File: src/rtl/spi_slave.sv
// rtl/spi_slave.sv - SPI slave framing MOSI words to RAM and shifting RAM read data out on MISO
// Bit clock is clk; one frame carries an opcode bit followed by a 10-bit word.
module spi_slave #(
  parameter logic IDLE_MISO = 1'b0
) (
  input  logic       clk,
  input  logic       rst_n,
  input  logic       MOSI,
  input  logic       SS_n,
  input  logic       tx_valid,
  input  logic [7:0] tx_data,
  output logic [9:0] rx_data,
  output logic       rx_valid,
  output logic       MISO
);

  localparam logic [2:0] IDLE      = 3'd0;
  localparam logic [2:0] CHK_CMD   = 3'd1;
  localparam logic [2:0] WRITE     = 3'd2;
  localparam logic [2:0] READ_ADD  = 3'd3;
  localparam logic [2:0] READ_DATA = 3'd4;

  logic [2:0] state;
  logic [9:0] rx_shreg;
  logic [3:0] bit_cnt;
  logic       word_done;
  logic       rd_addr_flag;
  logic       tx_wait;
  logic       tx_active;
  logic [7:0] tx_shreg;
  logic [2:0] tx_cnt;

  always_ff @(posedge clk) begin
    if (!rst_n) begin
      state        <= IDLE;
      rx_shreg     <= '0;
      bit_cnt      <= '0;
      word_done    <= 1'b0;
      rd_addr_flag <= 1'b0;
      tx_wait      <= 1'b0;
      tx_active    <= 1'b0;
      tx_shreg     <= '0;
      tx_cnt       <= '0;
      rx_data      <= '0;
      rx_valid     <= 1'b0;
      MISO         <= IDLE_MISO;
    end else begin
      rx_valid <= 1'b0;
      // Deselect wins over everything, including a 10th bit on the same edge.
      if (state != IDLE && SS_n) begin
        state     <= IDLE;
        rx_shreg  <= '0;
        bit_cnt   <= '0;
        word_done <= 1'b0;
        tx_wait   <= 1'b0;
        tx_active <= 1'b0;
        tx_shreg  <= '0;
        tx_cnt    <= '0;
        MISO      <= IDLE_MISO;
      end else begin
        case (state)
          IDLE: begin
            if (!SS_n) state <= CHK_CMD;
          end
          CHK_CMD: begin
            if (!MOSI)             state <= WRITE;
            else if (rd_addr_flag) state <= READ_DATA;
            else                   state <= READ_ADD;
          end
          WRITE, READ_ADD, READ_DATA: begin
            if (!word_done) begin
              rx_shreg <= {rx_shreg[8:0], MOSI};
              if (bit_cnt == 4'd9) begin
                bit_cnt   <= '0;
                word_done <= 1'b1;
                rx_data   <= {rx_shreg[8:0], MOSI};
                rx_valid  <= 1'b1;
                if (state == READ_ADD) rd_addr_flag <= 1'b1;
                if (state == READ_DATA) begin
                  rd_addr_flag <= 1'b0;
                  tx_wait      <= 1'b1;
                end
              end else begin
                bit_cnt <= bit_cnt + 4'd1;
              end
            end else if (tx_wait && tx_valid) begin
              // The MSB goes out on the latch edge, the rest over the next 7 edges.
              tx_wait   <= 1'b0;
              tx_active <= 1'b1;
              tx_shreg  <= {tx_data[6:0], 1'b0};
              tx_cnt    <= '0;
              MISO      <= tx_data[7];
            end else if (tx_active) begin
              if (tx_cnt == 3'd7) begin
                tx_active <= 1'b0;
                MISO      <= IDLE_MISO;
              end else begin
                MISO     <= tx_shreg[7];
                tx_shreg <= {tx_shreg[6:0], 1'b0};
                tx_cnt   <= tx_cnt + 3'd1;
              end
            end
          end
          default: state <= IDLE;
        endcase
      end
    end
  end

endmodule

File: config.mk
export PLATFORM = sky130hd
export DESIGN_NAME = spi_slave
export DESIGN_NICKNAME = d
export VERILOG_FILES = /design/src/rtl/spi_slave.sv
export SDC_FILE = /design/constraint.sdc
export NUM_CORES = 1
export LEC_CHECK = 0
export ABC_CLOCK_PERIOD_IN_PS = 3030
export BUFFER_PORTS_ARGS = -buffer_cell sky130_fd_sc_hd__buf_2
export CORE_ASPECT_RATIO = 1.1
export CORE_MARGIN = 2
export CORE_UTILIZATION = 50
export DETAILED_ROUTE_END_ITERATION = 10
export HOLD_SLACK_MARGIN = 0.06
export PLACE_DENSITY_LB_ADDON = 0.12
export SLEW_MARGIN = 20
export SYNTH_ARGS = -nofsm -noshare
export SYNTH_HDL_FRONTEND = slang
export SYNTH_SLANG_ARGS = --single-unit
File: constraint.sdc
create_clock -name clk -period 3.03 [get_ports clk]
set_clock_uncertainty 0.2 [all_clocks]
set_input_delay 0.606 -clock clk [delete_from_list [all_inputs] [get_ports clk]]
set_output_delay 0.606 -clock clk [all_outputs]
set_load 0.05 [all_outputs]
Word level (Yosys, flattened, before mapping)
Index checks and enable logic that the tools add are counted.
- ROM bits: 0
- bits in latches: 0
- RAM bits: 0
- input port bits: 13
- logic and storage cells: 71
- register bits after elaboration: 43
- memories kept: 0
- muxes and demuxes: 25
- order comparisons: 0
- add/sub/neg operators: 2
- divide/modulo/power cells: 0
- $mul: 0
- reductions and logical operators: 19
- shift-type cells: 0
- bitwise operators: 4
- eq/ne operators: 9
- operator list (operator ; number):
    $mux 8 ; 3
    $mux 3 ; 6
    $mux 1 ; 14
    $reduce_and 4->1 ; 3
    $pmux 3 s3 ; 1
    $reduce_bool 2->1 ; 4
    $eq 3x2->1 const B ; 2
    $eq 3x3->1 const B ; 2
    $reduce_and 2->1 ; 3
    $reduce_and 5->1 ; 1
    $add 4x1->4 const B ; 1
    $eq 4x4->1 const B ; 1
    $mux 4 ; 1
    $ne 2x2->1 const B ; 2
    $not 1->1 ; 4
    $reduce_or 4->1 ; 1
    $add 3x1->3 const B ; 1
    $eq 3x1->1 const B ; 1
    $logic_not 3->1 ; 1
    $reduce_and 3->1 ; 1
    $reduce_bool 3->1 ; 1
    $reduce_or 3->1 ; 1
    $logic_and 1x1->1 ; 2
    $ne 2x1->1 const B ; 1
    $reduce_or 2->1 ; 1

Logic depth before layout (Yosys ltp)
- depth after elaboration: 4
- mapped depth: 7

Least setup slack after synthesis
OpenSTA, ideal clock, no wires.
- kind: register to register
- start point: register state[0]
- end point: register tx_cnt[1]
- cell stages (with the launch flop): 8
- period minus slack after synthesis: 2.011 ns
- required time: 2.762 ns
- arrival time: 1.743 ns
- setup slack: 1.019 ns
- library setup time: 0.068 ns
- path through: dfxtp_1 > buf_6 > or3b_1 > buf_2 > a221oi_4 > buf_6 > nand3_1 > a21oi_2
- word-level cells in the longest chain between the ends: 3
- elaborated cells between the ends (all ways): 8
- those cells by class: eq/ne (3); reduce/logical (5)
- RTL lines (what ; RTL line ; text):
    from (decl) ; 23 ; logic [2:0] state;
    from (signal assigned) ; 35 ; state <= IDLE;
    from (signal assigned) ; 51 ; state <= IDLE;
    from (signal assigned) ; 63 ; if (!SS_n) state <= CHK_CMD;
    $eq 3x2->1, or another cell as far along ; 61 ; case (state)
    $reduce_or 3->1 / $logic_and 1x1->1 (equally long branches) ; 61, 50 ;
    $reduce_and 4->1 (no line) / $reduce_or 2->1 (equally long branches) ; - ;
    to (signal assigned) ; 100 ; tx_cnt <= tx_cnt + 3'd1;
    to (decl) ; 31 ; logic [2:0] tx_cnt;
Several ways; a longest one is shown, not always the timed one.
A chain may end at the register's enable or synchronous reset.

Final worst setup path
- start point: register state[2]
- end point: register tx_cnt[0]
Same word-level chain as after synthesis.

==> run metrics <==
fin area=around 2000 um2; H-tree depth=2; pre-CTS WS=approximately 0.72 ns; Setup violations, final=0; clock root buffer=clkbuf_4; register share of total power=63.7%; Hold Crit Class=flip-flop to flip-flop; sequential element share of the synthesized area=a little under half; top-area cell type share of the netlist area=between 40% and 50%; core area=3386 um2; DR iter-0 viols=82; net count after synthesis=around 210; average wire per standard cell=about 13 um; PostCTS Resize Cnt=0; fmax=approximately 420 MHz; Remaining DRCs=0; placed instance count=260; Detailed Place HPWL=2.443 mm; P_sw=0.0002184 W; Post-synth EDFFs=0; Synth top cells by count=dfxtp_1 (42), nor2_1 (28), mux2i_1 (18); top_reg_cell synth=dfxtp_1; largest net degree at the start of global routing=25; synth unique cells=40; fin nets=about 230; Area after DPL=about 1900 um2; area grow syn2layout=10.16%; Syn Area/Cell=9.035 um2; Internal=0.0006667 W; crit path max fanout=19; # IOs=25; Vert. Die Dim=66.90 um; worst skew pair latency=~0.35 ns; top-count cell post-synth=dfxtp_1; Logic pwr share=5.5%; final wirelength=roughly 3.4 mm; TritonCTS clock tree=built; r2r setup slk=0.67 ns; Mapped Area=approximately 1800 um2; Synth Instances=between 150 and 200; Overflow after GRT=0; vias per std cell=~5.4; Fillers=~330; unrepaired setup endpoints after global routing=no; Finished Layout Cells=around 270; Power Dens Cells=446.9 nW/um2; number of synthesis warnings=0; Inserted Clock Buffers=5; Max Slew Vio Count=0; final setup TNS=0 ns; worst slew pin tran=a little over 0.7 ns; maximum vdd ir drop=roughly 270 uV; Clock Power Share=between 30 and 40%; Die ar.=roughly 4000 um2; clk slew on worst S/H paths=0.13 ns; Synth area leaders=dfxtp_1 (47%), mux2i_1 (10%), nor2_1 (5.8%), nand3_1 (3.6%), o21ai_0 (3.6%); initial core utilization=approximately 53%; antenna violations before repair=0; Max-cap violations=0; Sw Share=between 20% and 30%; Synth area leader=dfxtp_1; CTS Hold Buffers Added=0; first-pass GRT wire length=6.147 mm; Final period util=between 70% and 80%; GR Util All Layers=between 20% and 30%; Diodes inserted=0; Final GP Congestion=0.8243; ys async rst share=0%; CP arrival=2.39 ns; Fin. Hold Viols=0; First-pass DRT Iterations=4; DIE WIDTH=61.18 um; CP startpoint kind=flip-flop; Critical Path RT=around 3.1 ns; Max Root-Sink Buffers=2; register bit total from synthesis=42; worst setup path class=flip-flop to flip-flop; slew margin rel.=51.71%; fin worst setup slack=approximately 0.67 ns; Antenna Nets Post-Route=0; static leakage=0.7059 nW; Worst Setup End Kind=flip-flop; clock sinks=between 40 and 50; DR vias=~1400; I/O Buffers=24; num rows=22; Post-CTS Setup Bufs=0; status=finished clean; vias in the first global route=approximately 1400; fin crit period=about 2.4 ns; share of cells above drive strength 1=between 15 and 20%
-- sequential cells by signal (all words and copies together) (netlist names), 3 cells and up --
register,cells
tx_shreg,7
tx_cnt,3
state,3
rx_data,10
bit_cnt,4
rx_shreg,9
-- worst paths after layout --
check	endpoint	from	cells after the start
worst min-delay path	rx_data[2]	rx_data[2]	2
worst min register to register	rx_data[2]	rx_data[2]	2
worst max register to register	tx_cnt[0]	state[2]	4
worst max-delay path	tx_cnt[0]	state[2]	4
-- metrics by stage --
stage	total power [W]	util, %	hold slack (ns)
after global placement	0.0006240	56.87	0.2350
final	0.0008851	58.50	0.2656
after detailed placement	0.0006256	56.87	0.2483
after global routing	0.0009287	58.50	0.2961
after floorplan	0.0006093	-	0.2432
after CTS	0.0008961	58.50	0.2730
-- worst max-delay path, stage by stage (launching register included) --
cell,delay (ns)
dfxtp_1,0.51
or3b_1,0.50
a221oi_4,0.72
mux2i_1,0.26
nor2_1,0.05
-- kinds of logic (layout without fill, tap and decap cells) --
kind of cell,after synthesis,count (layout),share of synthesized area [%]
muxes,18,18,10.02
and+or+nand+nor,79,79,20.74
AOI/OAI and AO/OA,40,40,15.52
adders and majority gates,2,2,1.392
buffers and inverters,16,37,4.593
DFF,42,42,46.76
xor gates and xnor gates,2,2,0.9744
-- cells in the final DEF (no fill, tap or decap), types with 3 or more instances in the layout --
master	instances
nor2_1	28
o21ai_0	13
nand3_1	13
clkbuf_4	5
a21oi_1	8
nand2_1	17
buf_4	3
a211oi_1	6
dfxtp_1	42
nor2b_1	4
mux2i_1	18
nor3_1	3
buf_2	24
nand2b_1	4
-- metal layers --
metal,GRT usage [%],share of wire [%]
met1,24.07,46
met2,32.18,48
met3,6.796,3.9
met4,10.33,2.0
met5,0,0
-- layout make-up --
type	count	area, um2	area share (%)
multi-input combinational	141	874.6	44.16
tap	48	60.06	3.032
clock buffer	6	41.29	2.085
inverter	2	7.507	0.3790
sequential	42	840.8	42.45
timing repair buffer	27	142.6	7.202
clock inverter	2	13.76	0.6949
-- power groups by stage --
| stage | registers [W] | clock network (W) | logic, W |
|---|---|---|---|
| 2_1_floorplan | 0.000571 | 0 | 0.0000384 |
| 3_3_place_gp | 0.000575 | 0 | 0.0000489 |
| 3_5_place_dp | 0.000576 | 0 | 0.0000497 |
| 4_1_cts | 0.000564 | 0.000283 | 0.0000497 |
| 5_1_grt | 0.000565 | 0.000309 | 0.0000547 |
| 6_report | 0.000564 | 0.000272 | 0.0000491 |
Note: power is estimated with default switching activity, not from simulation.
